--- config.mk ---
export PLATFORM = sky130hd
export DESIGN_NAME = alu_share_ctrl
export DESIGN_NICKNAME = d
export VERILOG_FILES = /design/src/rtl/alu_share_pkg.sv /design/src/rtl/rr_arbiter.sv /design/src/rtl/alu_share_ctrl.sv
export SDC_FILE = /design/constraint.sdc
export NUM_CORES = 1
export LEC_CHECK = 0
export ABC_AREA = 1
export BUFFER_PORTS_ARGS = -buffer_cell sky130_fd_sc_hd__buf_4
export CORE_AREA = 2 2 115 117
export DETAILED_ROUTE_END_ITERATION = 12
export DIE_AREA = 0 0 117 119
export PLACE_DENSITY = 0.87
export SETUP_SLACK_MARGIN = 0.4
export SLEW_MARGIN = 40
export SYNTH_ARGS = -nofsm -noshare
export SYNTH_HDL_FRONTEND = slang
export SYNTH_SLANG_ARGS = --single-unit
--- constraint.sdc ---
create_clock -name clk -period 2.2 [get_ports clk]
set_clock_uncertainty 0.05 [all_clocks]
set_input_delay 0 -clock clk [delete_from_list [all_inputs] [get_ports clk]]
set_output_delay 0 -clock clk [all_outputs]
set_load 0.05 [all_outputs]
--- src/rtl/alu_share_pkg.sv ---
// alu_share_pkg: definitions shared by the ALU time-sharing controller.
//   state_t   : FSM state encoding (IDLE / EXEC / RESP)
//   WIDTH_DEF : default operand/result width
//   SEL_W_DEF : default ALU select width
package alu_share_pkg;

    localparam int WIDTH_DEF = 32;
    localparam int SEL_W_DEF = 4;

    typedef enum logic [1:0] {
        IDLE = 2'd0,
        EXEC = 2'd1,
        RESP = 2'd2
    } state_t;

endpackage

--- src/rtl/rr_arbiter.sv ---
// rr_arbiter: purely combinational round-robin arbiter.
//   req         in  N      request vector
//   last_grant  in  IDX_W  index granted most recently
//   grant       out N      one-hot grant (zero when no request)
//   grant_idx   out IDX_W  encoded winner index
//   grant_valid out 1      some request is being granted
// The search starts at last_grant+1 and wraps, so the most recent winner
// has the lowest priority.
module rr_arbiter #(
    parameter int N     = 2,
    parameter int IDX_W = (N > 1) ? $clog2(N) : 1
) (
    input  logic [N-1:0]     req,
    input  logic [IDX_W-1:0] last_grant,
    output logic [N-1:0]     grant,
    output logic [IDX_W-1:0] grant_idx,
    output logic             grant_valid
);

    logic [IDX_W-1:0] cand;

    always_comb begin
        grant       = '0;
        grant_idx   = '0;
        grant_valid = 1'b0;
        cand        = '0;
        for (int off = 1; off <= N; off++) begin
            cand = IDX_W'((int'(last_grant) + off) % N);
            if (!grant_valid && req[cand]) begin
                grant_valid = 1'b1;
                grant_idx   = cand;
                grant[cand] = 1'b1;
            end
        end
    end

endmodule

--- src/rtl/alu_share_ctrl.sv ---
// alu_share_ctrl: time-shares one combinational ALU between NUM_REQ clients.
//   clk, rst_n           clock (rising edge), async active-low reset
//   req_valid/req_ready  per-requester request handshake (ready one-hot or 0)
//   req_a/req_b/req_sel  packed operands and select, requester i in slice i
//   resp_valid/ready     per-requester response handshake (valid one-hot or 0)
//   resp_data/resp_zero  captured ALU result and zero flag (shared)
//   alu_*                connection to the external ALU instance
//   busy                 high while an operation is in EXEC or RESP
//   op_count             completed operations, wraps
//   dbg_state            current FSM state
// Handshake rule: a transfer happens on a rising edge where valid and ready
// are both high; valid is never withdrawn by this block once raised, while
// ready may be combinational from valid.
module alu_share_ctrl
    import alu_share_pkg::*;
#(
    parameter int NUM_REQ = 2,
    parameter int WIDTH   = WIDTH_DEF,
    parameter int SEL_W   = SEL_W_DEF,
    parameter int CNT_W   = 16
) (
    input  logic                     clk,
    input  logic                     rst_n,
    input  logic [NUM_REQ-1:0]       req_valid,
    output logic [NUM_REQ-1:0]       req_ready,
    input  logic [NUM_REQ*WIDTH-1:0] req_a,
    input  logic [NUM_REQ*WIDTH-1:0] req_b,
    input  logic [NUM_REQ*SEL_W-1:0] req_sel,
    output logic [NUM_REQ-1:0]       resp_valid,
    input  logic [NUM_REQ-1:0]       resp_ready,
    output logic [WIDTH-1:0]         resp_data,
    output logic                     resp_zero,
    output logic [WIDTH-1:0]         alu_input0,
    output logic [WIDTH-1:0]         alu_input1,
    output logic [SEL_W-1:0]         alu_select,
    input  logic [WIDTH-1:0]         alu_output0,
    input  logic                     alu_zero,
    output logic                     busy,
    output logic [CNT_W-1:0]         op_count,
    output logic [1:0]               dbg_state
);

    localparam int IDX_W = (NUM_REQ > 1) ? $clog2(NUM_REQ) : 1;

    state_t            state_q, state_d;
    logic [IDX_W-1:0]  last_grant_q, last_grant_d;
    logic [IDX_W-1:0]  id_q, id_d;
    logic [WIDTH-1:0]  a_q, a_d;
    logic [WIDTH-1:0]  b_q, b_d;
    logic [SEL_W-1:0]  sel_q, sel_d;
    logic [WIDTH-1:0]  res_q, res_d;
    logic              zf_q, zf_d;
    logic [CNT_W-1:0]  op_count_q, op_count_d;

    logic [NUM_REQ-1:0] arb_grant;
    logic [IDX_W-1:0]   arb_idx;
    logic               arb_valid;

    rr_arbiter #(
        .N     (NUM_REQ),
        .IDX_W (IDX_W)
    ) u_arb (
        .req         (req_valid),
        .last_grant  (last_grant_q),
        .grant       (arb_grant),
        .grant_idx   (arb_idx),
        .grant_valid (arb_valid)
    );

    always_ff @(posedge clk or negedge rst_n) begin
        if (!rst_n) begin
            state_q      <= IDLE;
            last_grant_q <= IDX_W'(NUM_REQ - 1);
            id_q         <= '0;
            a_q          <= '0;
            b_q          <= '0;
            sel_q        <= '0;
            res_q        <= '0;
            zf_q         <= 1'b0;
            op_count_q   <= '0;
        end else begin
            state_q      <= state_d;
            last_grant_q <= last_grant_d;
            id_q         <= id_d;
            a_q          <= a_d;
            b_q          <= b_d;
            sel_q        <= sel_d;
            res_q        <= res_d;
            zf_q         <= zf_d;
            op_count_q   <= op_count_d;
        end
    end

    always_comb begin
        state_d      = state_q;
        last_grant_d = last_grant_q;
        id_d         = id_q;
        a_d          = a_q;
        b_d          = b_q;
        sel_d        = sel_q;
        res_d        = res_q;
        zf_d         = zf_q;
        op_count_d   = op_count_q;
        case (state_q)
            IDLE: begin
                // In IDLE the arbiter's grant is req_ready, so a valid
                // grant is by construction a completed request handshake.
                if (arb_valid) begin
                    id_d    = arb_idx;
                    a_d     = req_a[arb_idx*WIDTH +: WIDTH];
                    b_d     = req_b[arb_idx*WIDTH +: WIDTH];
                    sel_d   = req_sel[arb_idx*SEL_W +: SEL_W];
                    state_d = EXEC;
                end
            end
            EXEC: begin
                res_d   = alu_output0;
                zf_d    = alu_zero;
                state_d = RESP;
            end
            RESP: begin
                // Only the owning requester's ready bit completes the response.
                if (resp_ready[id_q]) begin
                    last_grant_d = id_q;
                    op_count_d   = op_count_q + CNT_W'(1);
                    state_d      = IDLE;
                end
            end
            default: state_d = IDLE;
        endcase
    end

    assign req_ready  = (state_q == IDLE) ? arb_grant : '0;
    assign resp_valid = (state_q == RESP) ? (NUM_REQ'(1) << id_q) : '0;
    assign resp_data  = res_q;
    assign resp_zero  = zf_q;
    assign alu_input0 = a_q;
    assign alu_input1 = b_q;
    assign alu_select = sel_q;
    assign busy       = (state_q != IDLE);
    assign op_count   = op_count_q;
    assign dbg_state  = state_q;

endmodule

==> After elaboration in Yosys (flattened, before gate mapping) <==
Index checks and enable logic that the tools add are counted.
{ "totals": {"output_inout_bits": 124, "ff_bits": 121, "input_bits": 175, "wordCells": 56} }
{ "classes": {"n_mux": 21, "reduce_logical": 9, "n_bitwise": 1, "shifts": 4, "eq_ne": 4, "add_sub_neg": 3, "magnitude_cmp": 5} }
{ "op_table": {"columns": ["cell", "n"], "rows": [
  ["$shiftx A64 B7 Y32", 2],
  ["$add A16 B1 Y16 const B", 1],
  ["$mux W1", 12],
  ["$mux W2", 6],
  ["$shiftx A8 B4 Y4", 1],
  ["$lt A1 B2 Y1 const B", 3],
  ["$pmux W2 S3", 1],
  ["$reduce_and A2 Y1", 3],
  ["$ne A2 B2 Y1 const B", 2],
  ["$logic_and A1 B1 Y1", 3],
  ["$add A1 B1 Y1 const B", 2],
  ["$demux W1 S1", 2],
  ["$eq A2 B1 Y1 const B", 1],
  ["$eq A2 B2 Y1 const B", 1],
  ["$ge A1 B1 Y1 const B", 2],
  ["$logic_not A2 Y1", 1],
  ["$or A2 B2 Y2", 1],
  ["$reduce_bool A2 Y1", 1],
  ["$shl A1 B1 Y2 const A", 1],
  ["$logic_not A1 Y1", 1]
]} }

==> Logic depth before layout (Yosys ltp) <==
Gate-level depths: netlist (run 1).
{ "depth": {"depth_word": 9, "ltp_mapped": 8, "depth_no_buf": 8} }

==> Hierarchy <==
From an unflattened synthesis (run 1), not the netlist that was laid out.
{ "unflattened": {"hier_cells": 585, "hier_area_um2": 5408.9} }
{ "by_module_without_submodules": {"columns": ["module", "cells_each", "instances", "seq_area_each_um2", "area_per_inst_um2"], "rows": [
  ["alu_share_ctrl", 578, 1, 3029.2, 5377.7],
  ["rr_arbiter", 7, 1, 0.0, 31.3]
]} }

==> Least setup slack after synthesis (run 1) <==
No wires, ideal clock.
{ "synth_timing": {"path_type": "register to register", "start": "reg state_q[0] (netlist: dbg_state[0])", "end": "reg id_q", "required_ns": 2.072, "path_buffers": 0, "stages_incl_launch_ff": 5, "path_slack_ns": 0.178, "setup_ns": 0.078, "arrival_time_ns": 1.894, "period_less_slack_ns": 2.022, "cell_sequence": "dfrtp_1 -> inv_1 -> nand2_2 -> nor2_1 -> o21bai_1"} }
{ "synth_between": {"elab_chain_cells": 2} }
{ "synth_lines": {"columns": ["element", "line_no", "text"], "rows": [
  ["from (decl)", "alu_share_ctrl.sv:45", "state_t state_q, state_d;"],
  ["from (signal assigned)", "alu_share_ctrl.sv:82", "state_q <= state_d;"],
  ["$logic_not A2 Y1", "alu_share_ctrl.sv:104", "case (state_q)"],
  ["$reduce_and A2 Y1 (no source line)", null, null],
  ["to (signal assigned)", "alu_share_ctrl.sv:84", "id_q <= id_d;"],
  ["to (decl)", "alu_share_ctrl.sv:47", "logic [IDX_W-1:0] id_q, id_d;"]
]} }
Every way passes these cells.
A chain may end at the register's enable or synchronous reset.

==> Worst setup path after layout (run 1) <==
{ "layout_timing": {"start": "reg last_grant_q", "end": "out req_ready[1]"} }
{ "layout_between": {"elab_chain_cells": 9, "elab_cells_between_ends": 23, "cone_classes": "2 x add/sub; 4 x order compare; 12 x mux; 1 x bitwise; 4 x reduce/logical"} }
{ "layout_lines": {"columns": ["element", "line_no", "text"], "rows": [
  ["from (decl)", "alu_share_ctrl.sv:46", "logic [IDX_W-1:0] last_grant_q, last_grant_d;"],
  ["from (signal assigned)", "alu_share_ctrl.sv:73", "last_grant_q <= IDX_W'(NUM_REQ - 1);"],
  ["from (signal assigned)", "alu_share_ctrl.sv:83", "last_grant_q <= last_grant_d;"],
  ["$add A1 B1 Y1", "rr_arbiter.sv:28", "cand = IDX_W'((int'(last_grant) + off) % N);"],
  ["$lt A1 B2 Y1 (implied by the code) / $ge A1 B1 Y1 (equally long branches)", "rr_arbiter.sv:32", "grant[cand] = 1'b1;"],
  ["$logic_and A1 B1 Y1 (implied by the code)", "rr_arbiter.sv:32", null],
  ["$mux W1 (implied by the code)", "rr_arbiter.sv:32", null],
  ["$demux W1 S1", null, null],
  ["$mux W2", "rr_arbiter.sv:29", "if (!grant_valid && req[cand]) begin"],
  ["$or A2 B2 Y2 (no source line)", null, null],
  ["$mux W2 *", "rr_arbiter.sv:29", null],
  ["$mux W2 *", "alu_share_ctrl.sv:133", "assign req_ready = (state_q == IDLE) ? arb_grant : '0;"],
  ["to (decl)", "alu_share_ctrl.sv:25", "output logic [NUM_REQ-1:0] req_ready,"]
]} }
Every way passes the cells marked *; elsewhere a longest branch is shown, timed or not. The select of a mux whose other input is x is not followed.

==> impl_metrics.yaml, run 1 <==
detailed_routing:
  routed_wire_length_per_instance_um: 18.7
  viasPerCell: 5.30
  drt_first_pass_iters: 5
  vias: 6550
  drc: 0
  first_iter_violations: 551
  routed_wire_length_mm: 23.2
  post_drt_antenna_nets: 0
outcome:
  run_status: "completed"
power_and_ir_drop:
  p_clk_share_pct: 18.2
  combPwrFrac_pct: 56.0
  cell_internal_pwr_mw: 7.83
  static-leakage-power_nw: 4.84
  sequential_group_share_of_total_power_pct: 25.8
  power_per_cell_area_mw_per_mm2: 1540
  power.switching_mw: 7.71
  ir_drop_mv: 0.928
  power_switching_share_pct: 49.6
worst_setup_path:
  worstPathMaxFanout: 35
  crit_path_start_kind: "register"
  criticalPathCategory: "reg -> out"
  critical-path-slowest-cell: "dfstp_2"
  critical_path_arrival_ns: 1.70
  worstPathRequired_ns: 2.15
  critPathBufInv: 2
  cp-end-kind: "primary output"
  cp_cell_sequence: "nand2_1, nand2_2, buf_12, nor2_2, buf_4"
  critical_path.max_stage_delay_ns: 0.52
  cp_top_family: "flip-flops"
synthesis:
  synth.top_cells.by_area: "dfrtp_1 (57%), nand2_1 (8.6%), mux2_2 (7.0%), o21ai_0 (6.7%), o21ai_1 (6.4%)"
  syn-cell-area_mm2: 0.00531
  synth-seq-cells: 121
  synthesis.instances: 582
  largest_area_contributor_in_the_synthesized_netlist: "dfrtp_1"
  yosysWarnings: 0
  synthesis.nets: 758
  synth_seq_area_share_pct: 57.0
  netlist-cell-type-count: 25
  synth_top_area_share_pct: 56.5
  synth_area_per_cell_um2: 9.13
cts:
  tritoncts_num_sinks: 121
  worst_setup_hold_path_clk_slew_ns: 0.06
  number_of_buffers_created_by_cts: 17
  cts_setup_buffers: 0
  ctsLongestPathBuffers: 2
  clockRootBuffer: "clkbuf_16"
  cts_tree: "done"
  cts_max_level: 4
  clock_latency_ns: 0.41
floorplanning:
  initial_standard_cell_utilization_of_the_core_pct: 41.3
  die_area_mm2: 0.0139
  fp-row-count: 42
  die-width_um: 117
  num_io_pins: 299
  coreArea_mm2: 0.0129
  die_height_um: 119
run:
  maxCapViolations: 0
timing:
  timing.setup.tns_ns: 0
  period_share_pct: 79.5
  timing.slew.headroom_pct: 57.3
  rsz0062_at_grt: "yes"
  transition_time_of_the_tightest_slew_check_pin_ns: 0.641
  clock.fmax_mhz: 572
  finalCriticalPeriod_ns: 1.75
  timing.final.hold_violations: 0
  final-setup-viol-count: 0
  maxSlewViolCount: 0
placed_design:
  io_buffers: 298
  finalWeightedCongestion: 0.817
  place_hpwl_mm: 11.4
global_route:
  gr-total-overflow: 0
  grt_pass1_vias: 6977
  grt_first_pass_wirelength_mm: 34.7
  gr-usage-all-layers_pct: 32.6
  maximum_number_of_pins_on_one_net_before_global_route_repair: 122
  grt_antenna_before_repair: 1
finish:
  flow.area_growth_from_synthesis_pct: 90.0
  final_nets: 1223
  number_of_fill_cells: 682
  final_layout_size_suffix_gt1_share_pct: 35.9
  finalCoreUtilization_pct: 78.4
  layout_common_cells: "buf_4 (299), dlygate4sd3_1 (173), nand2_1 (122)"
  layout_commonest_cell: "buf_4"
worst_hold_path:
  hold_path_class: "in -> reg"
-- cell usage after synthesis (all sizes together) --
cell    instances
nor2           87
o21ai         139
nand4           5
dfrtp         120
nand3           8
nand2         125
and2            2
buf            15
xor2            2
xnor2           4
mux2           33
clkbuf         16
dfstp           1
ha              1
o21bai          1
nor3            1
inv            18
nand3b          2
a21oi           2
-- power groups by stage --
| stage | combinational (mW) | sequential, mW | clock [mW] |
|---|---|---|---|
| after floorplan | 2.06 | 7.31 | 0 |
| after global placement | 8.01 | 3.85 | 0 |
| after global routing | 9.08 | 4.10 | 2.93 |
| after CTS | 8.42 | 3.89 | 2.82 |
| after detailed placement | 8.15 | 3.90 | 0 |
| final | 8.71 | 4.01 | 2.82 |
-- area by class of cell --
class                   count  area, um2  share of cell area, %
diodes                      2       5.00                 0.0496
clock buffers              25        515                   5.11
clock inverters             6       87.6                  0.868
inverters                  18       72.6                  0.719
multi-input cells         412       2080                   20.6
flip-flops and latches    121       3030                   30.0
well taps                 176        220                   2.18
repair buffers            477       4080                   40.4
-- timing repair --
action                                 in CTS  in global routing
gates cloned                                0                  1
endpoints found under the hold margin     224                  0
hold buffers                              173                  0
resized for setup                           3                  2
setup endpoints to repair                   1                 20
-- cell families after synthesis --
group,share of synthesized area (%)
muxes,6.99
and+or+nand+nor,17.4
AOI/OAI and AO/OA,13.5
buffers and inverters,3.91
adders and majority gates,0.235
xor gates and xnor gates,0.989
DFF,57.0
-- flip-flops by register name (all words and copies together) (netlist names) --
name	count
alu_input0	32
resp_zero	1
alu_input1	32
alu_select	4
resp_data	32
last_grant_q	1
dbg_state	2
id_q	1
op_count	16
-- routing by layer --
layer  global-route usage, %  vias up  wire length [um]
li1                        -     2854                 -
met1                    34.3     3093              7990
met2                    54.5      454             11500
met3                    10.9      149              2110
met4                    21.8        0              1560
met5                       0        -                 0
-- worst paths after layout --
kind | startpoint | to | slack [ns] | cells after the start
max reg2reg | last_grant_q | alu_input1[29] | 0.45 | 5
min reg2reg | alu_input1[24] | alu_input1[24] | 0.44 | 2
max | last_grant_q | req_ready[1] | 0.45 | 5
min in group asynchronous | rst_n | op_count[7] | 0.18 | 3
min | req_valid[1] | dbg_state[0] | 0.15 | 4
max in group asynchronous | rst_n | alu_input0[5] | 1.45 | 3
-- worst register-to-register path, stage by stage, from the launching register on --
cell and delay [ns]:
dfstp_2 0.36, nand2_1 0.10, nand2_2 0.14, inv_4 0.51
o21ai_0 0.27, o21ai_1 0.23
-- stage by stage --
stage	hold slack, ns	setup slack [ns]	cell area (um2)	power [mW]	instances
global placement	0.0964	0.479	7710	11.9	1030
global route	0.177	0.361	10100	16.1	1236
floorplan	-0.346	0.457	5320	9.36	582
detailed placement	0.0985	0.439	7720	12.0	1030
CTS	0.160	0.408	10100	15.1	1234
finish	0.152	0.451	10100	15.5	1237
(Power assumes the default switching activity.)
==> run 2: changes to the inputs <==
CORE_AREA = not set   (was 2 2 115 117)
CORE_MARGIN = 2   (was not set)
CORE_UTILIZATION = 40   (was not set)
DIE_AREA = not set   (was 0 0 117 119)
PLACE_DENSITY = 0.86   (was 0.87)
clock period = 1.5 ns   (was 2.2 ns; I/O delays follow)
==> impl_metrics.yaml, run 2 (same netlist as run 1, synthesis figures left out) <==
detailed_routing:
  viasPerCell: 6.07
  vias: 7952
  post_drt_antenna_nets: 0
  first_iter_violations: 988
  drc: 0
  routed_wire_length_mm: 35.8
  routed_wire_length_per_instance_um: 27.3
  drt_first_pass_iters: 9
cts:
  cts_tree: "done"
  clock_latency_ns: 0.42
  number_of_buffers_created_by_cts: 17
  ctsLongestPathBuffers: 2
  worst_setup_hold_path_clk_slew_ns: 0.06
  clockRootBuffer: "clkbuf_16"
  cts_max_level: 4
  tritoncts_num_sinks: 121
worst_setup_path:
  cp-end-kind: "register"
  cp_cell_sequence: "clkinv_4, buf_12, nand2_8, inv_6, nand2_8, buf_8, nor2_4, xor2_1"
  worstPathMaxFanout: 5
  critical_path.max_stage_delay_ns: 0.56
  critPathMostFrequentCell: "nand2_8"
  critical-path-slowest-cell: "xor2_1"
  crit_path_start_kind: "register"
  criticalPathCategory: "reg -> reg"
  critical_path_arrival_ns: 2.25
  worstPathRequired_ns: 1.69
floorplanning:
  die_area_mm2: 0.0142
  coreArea_mm2: 0.0131
  die-width_um: 119
  die_height_um: 119
  initial_standard_cell_utilization_of_the_core_pct: 40.6
  num_io_pins: 299
  fp-row-count: 42
power_and_ir_drop:
  static-leakage-power_nw: 5.62
  power_per_cell_area_mw_per_mm2: 2400
  ir_drop_mv: 1.46
timing:
  maxSlewViolCount: 0
  transition_time_of_the_tightest_slew_check_pin_ns: 0.653
  period_share_pct: 137
  clock.fmax_mhz: 485
  finalCriticalPeriod_ns: 2.06
  final-setup-viol-count: 55
  timing.slew.headroom_pct: 56.3
  fin_ws_ns: -0.562
  timing.setup.tns_ns: -3.21
  timing.final.hold_violations: 0
  rsz0062_at_grt: "yes"
global_route:
  gr-usage-all-layers_pct: 37.2
  grt_antenna_before_repair: 4
  maximum_number_of_pins_on_one_net_before_global_route_repair: 69
  grt_pass1_vias: 7713
  grt_first_pass_wirelength_mm: 40.8
  gr-total-overflow: 0
worst_hold_path:
  hold_path_class: "in -> async"
run:
  maxCapViolations: 0
placed_design:
  place_area_mm2: 0.00795
  place_hpwl_mm: 11.9
  finalWeightedCongestion: 0.842
  place_inst: 1040
  io_buffers: 298
finish:
  final_nets: 1295
  finish.instance_area_mm2: 0.0119
  flow.area_growth_from_synthesis_pct: 125
  final_layout_size_suffix_gt1_share_pct: 49.7
  layout_common_cells: "buf_4 (295), dlygate4sd3_1 (172), nand2_1 (110)"
  layout_commonest_cell: "buf_4"
  post_route_insts_no_fill: 1311
outcome:
  run_status: "complete, but fails checks"
  violations_in_the_final_reports: "negative setup slack"
-- run 2: cell types whose count changed in the layout (fill, tap and decap cells not counted), sizes merged --
cell / previous run / this run
buf: 303 / 366
dlygate4sd3: 173 / 172
clkinv: 1 / 5
nor2: 87 / 88
inv: 18 / 19
clkbuf: 26 / 29
bufinv: 2 / 4
diode: 2 / 3
-- run 2: final timing paths --
check / start / endpoint / slack, ns / cells past startpoint
worst max-delay path: dbg_state[0] / op_count[3] / -0.56 / 8
worst min-delay path: rst_n / op_count[7] / 0.1 / 3
worst max register to register: dbg_state[0] / op_count[3] / -0.56 / 8
worst min register to register: alu_input0[19] / alu_input0[19] / 0.45 / 2
max in group asynchronous: rst_n / last_grant_q / 0.92 / 3
min in group clk: req_valid[1] / id_q / 0.22 / 6
-- run 2: power breakdown --
group          leakage, nW  internal, mW  switching, mW  total, mW
clock                0.306          2.89           1.71       4.60
sequential            1.44          4.81           1.35       6.16
combinational         3.87          6.74           11.2       17.9
-- run 2: worst max-delay path, delay by kind of cell, from the launching register on --
family / cells / cell delay (ns)
flops: 1 / 0.45
buf+inv: 4 / 0.47
simple gates: 3 / 0.34
xor+xnor: 1 / 0.56
-- run 2: area by class of cell --
type	instances	area [um2]
Antenna cell	3	7.51
Clock buffer	19	453
Clock inverter	13	191
Fill cell	423	1140
Inverter	18	95.1
Multi-Input combinational cell	413	2630
Sequential cell	121	3050
Tap cell	176	220
Timing Repair Buffer	548	5300
-- run 2: per-stage QoR --
stage | utilization [%] | worst slack, ns | power (mW) | hold WS (ns)
2_1_floorplan | - | -0.0270 | 14.0 | -0.346
3_3_place_gp | 60.7 | 0.0893 | 17.8 | -0.0244
3_5_place_dp | 60.7 | 0.0333 | 18.0 | -0.0240
4_1_cts | 83.2 | 0.0506 | 24.2 | 0.0440
5_1_grt | 91.3 | -0.481 | 29.2 | 0.120
6_report | 91.3 | -0.562 | 28.7 | 0.0965
-- run 2: what timing repair did --
action	in CTS	in global routing
setup buffers	25	16
endpoints found under the setup margin	140	149
pin swaps	8	27
hold endpoints to repair	224	0
gates resized for setup	63	208
gates cloned	8	15
hold buffers	172	0
-- run 2: routing by layer --
| layer | share of wire, % | vias to the layer above | track usage (%) |
|---|---|---|---|
| met2 | 46 | 877 | 65.1 |
| met1 | 31 | 3731 | 39.0 |
| li1 | - | 3015 | - |
| met4 | 9.9 | 4 | 23.9 |
| met3 | 13 | 325 | 10.6 |
| met5 | 0.22 | - | 0 |
==> run 3: changes to the inputs <==
SETUP_SLACK_MARGIN = 0.1   (was 0.4)
==> impl_metrics.yaml, run 3 (same netlist as run 1, synthesis figures left out) <==
worst_setup_path:
  worstReg2RegEnd: "alu_input0[13]"
  worstPathMaxFanout: 23
  worst_setup_startpoint: "dbg_state[1]"
  r2r_slack_ns: -0.07
  cp_top_family: "flip-flops"
  worstPathRequired_ns: 1.76
  reg2reg_depth: 7
  critPathBufInv: 3
  critical-path-slowest-cell: "dfrtp_2"
  reg2reg_from: "dbg_state[1]"
  criticalPathCategory: "reg -> reg"
  cp-end-kind: "register"
  critical_path.max_stage_delay_ns: 0.44
  crit_path_start_kind: "register"
  cp_cell_sequence: "inv_4, nand2_8, nor2_4, buf_12, buf_8, o21ai_1, o21ai_1"
  critPathMostFrequentCell: "o21ai_1"
  critical_path_arrival_ns: 1.84
cts:
  cts_max_level: 4
  tritoncts_num_sinks: 121
  number_of_buffers_created_by_cts: 17
  clockRootBuffer: "clkbuf_16"
  cts_tree: "done"
  worst_setup_hold_path_clk_slew_ns: 0.06
  clock_latency_ns: 0.41
  ctsLongestPathBuffers: 2
detailed_routing:
  drc: 0
  viasPerCell: 5.44
  routed_wire_length_per_instance_um: 21.5
  vias: 6899
  drt_first_pass_iters: 5
  post_drt_antenna_nets: 0
  first_iter_violations: 685
  routed_wire_length_mm: 27.2
global_route:
  gr-total-overflow: 0
  grt_pass1_vias: 7144
  maximum_number_of_pins_on_one_net_before_global_route_repair: 57
  grt_antenna_before_repair: 5
  gr-usage-all-layers_pct: 34.4
  grt_first_pass_wirelength_mm: 37.7
timing:
  hold-worst-slack_ns: 0.0508
  final-setup-viol-count: 5
  clock.fmax_mhz: 636
  finalCriticalPeriod_ns: 1.57
  timing.setup.tns_ns: -0.163
  period_share_pct: 105
  rsz0062_at_grt: "yes"
  fin_ws_ns: -0.0724
  maxSlewViolCount: 0
  timing.slew.headroom_pct: 54.5
  transition_time_of_the_tightest_slew_check_pin_ns: 0.683
  timing.final.hold_violations: 0
run:
  maxCapViolations: 0
finish:
  layout_common_cells: "buf_4 (301), dlygate4sd3_1 (172), nand2_1 (116)"
  final_layout_size_suffix_gt1_share_pct: 45.0
  layout_commonest_cell: "buf_4"
  flow.area_growth_from_synthesis_pct: 107
  final_nets: 1250
power_and_ir_drop:
  power_per_cell_area_mw_per_mm2: 2270
  static-leakage-power_nw: 5.16
  ir_drop_mv: 1.39
placed_design:
  io_buffers: 298
  place_hpwl_mm: 12.6
  finalWeightedCongestion: 0.816
floorplanning:
  num_io_pins: 299
  die_area_mm2: 0.0142
  die_height_um: 119
  coreArea_mm2: 0.0131
  die-width_um: 119
  fp-row-count: 42
  initial_standard_cell_utilization_of_the_core_pct: 40.6
outcome:
  run_status: "complete, but fails checks"
  violations_in_the_final_reports: "negative setup slack"
worst_hold_path:
  timing.hold.worst.start: "req_valid[1]"
  hold_path_class: "in -> reg"
  worst_hold_path.endpoint: "id_q"
  hold_depth: 5
## run 3: final cells by class
type | instances | area, um2
antenna | 5 | 12.5
clock buffer | 17 | 425
clock inverter | 15 | 190
fill | 659 | 2070
inverter | 18 | 85.1
multi-input combinational | 412 | 2470
sequential | 121 | 3050
tap | 176 | 220
timing repair buffer | 504 | 4570
## run 3: worst min-delay path: stages
cell	delay (ns)
buf_4	0.13
nand2_4	0.08
buf_12	0.10
nor2_4	0.03
o21bai_1	0.13
## run 3: worst max-delay path by stage
stage,slack (ns),depth (start not counted),endpoint
finish,-0.07,7,alu_input0[13]
global route,-0.11,7,alu_input0[10]
CTS,0.04,5,req_ready[1]
detailed placement,0.004,6,alu_input0[4]
global placement,0.08,6,alu_input1[1]
floorplan,-0.03,4,id_q
## run 3: metal layers
metal / track usage (%) / vias up / wire (um)
li1: - / 2926 / -
met1: 37.3 / 3279 / 9560
met2: 61.3 / 520 / 13300
met3: 9.58 / 174 / 2450
met4: 17.3 / 0 / 1920
met5: 0 / - / 0
## run 3: stage by stage
stage	area (um2)	total power, mW	util [%]	std cells	setup WS [ns]
after floorplan	5440	14.0	-	582	-0.0270
after CTS	10500	23.2	80.4	1252	0.0432
after global routing	11000	25.8	84.2	1268	-0.109
after detailed placement	7930	18.1	60.6	1040	0.00448
final	11000	25.0	84.2	1268	-0.0724
after global placement	7930	17.8	60.6	1040	0.0822
## run 3: repair_timing
item | 4_1_cts | 5_1_grt
pin swaps | 6 | 3
hold buffers | 173 | 0
cloned | 4 | 6
gates resized for setup | 97 | 76
buffers inserted | 3 | 5
endpoints found under the setup margin | 68 | 95
endpoints found under the hold margin | 225 | 0
## run 3: where the power goes
| group | internal [mW] | total, mW | switching [mW] |
|---|---|---|---|
| Clock | 2.65 | 4.34 | 1.69 |
| Sequential | 4.81 | 6.01 | 1.20 |
| Combinational | 4.99 | 14.6 | 9.64 |
| Total | 12.5 | 25.0 | 12.5 |
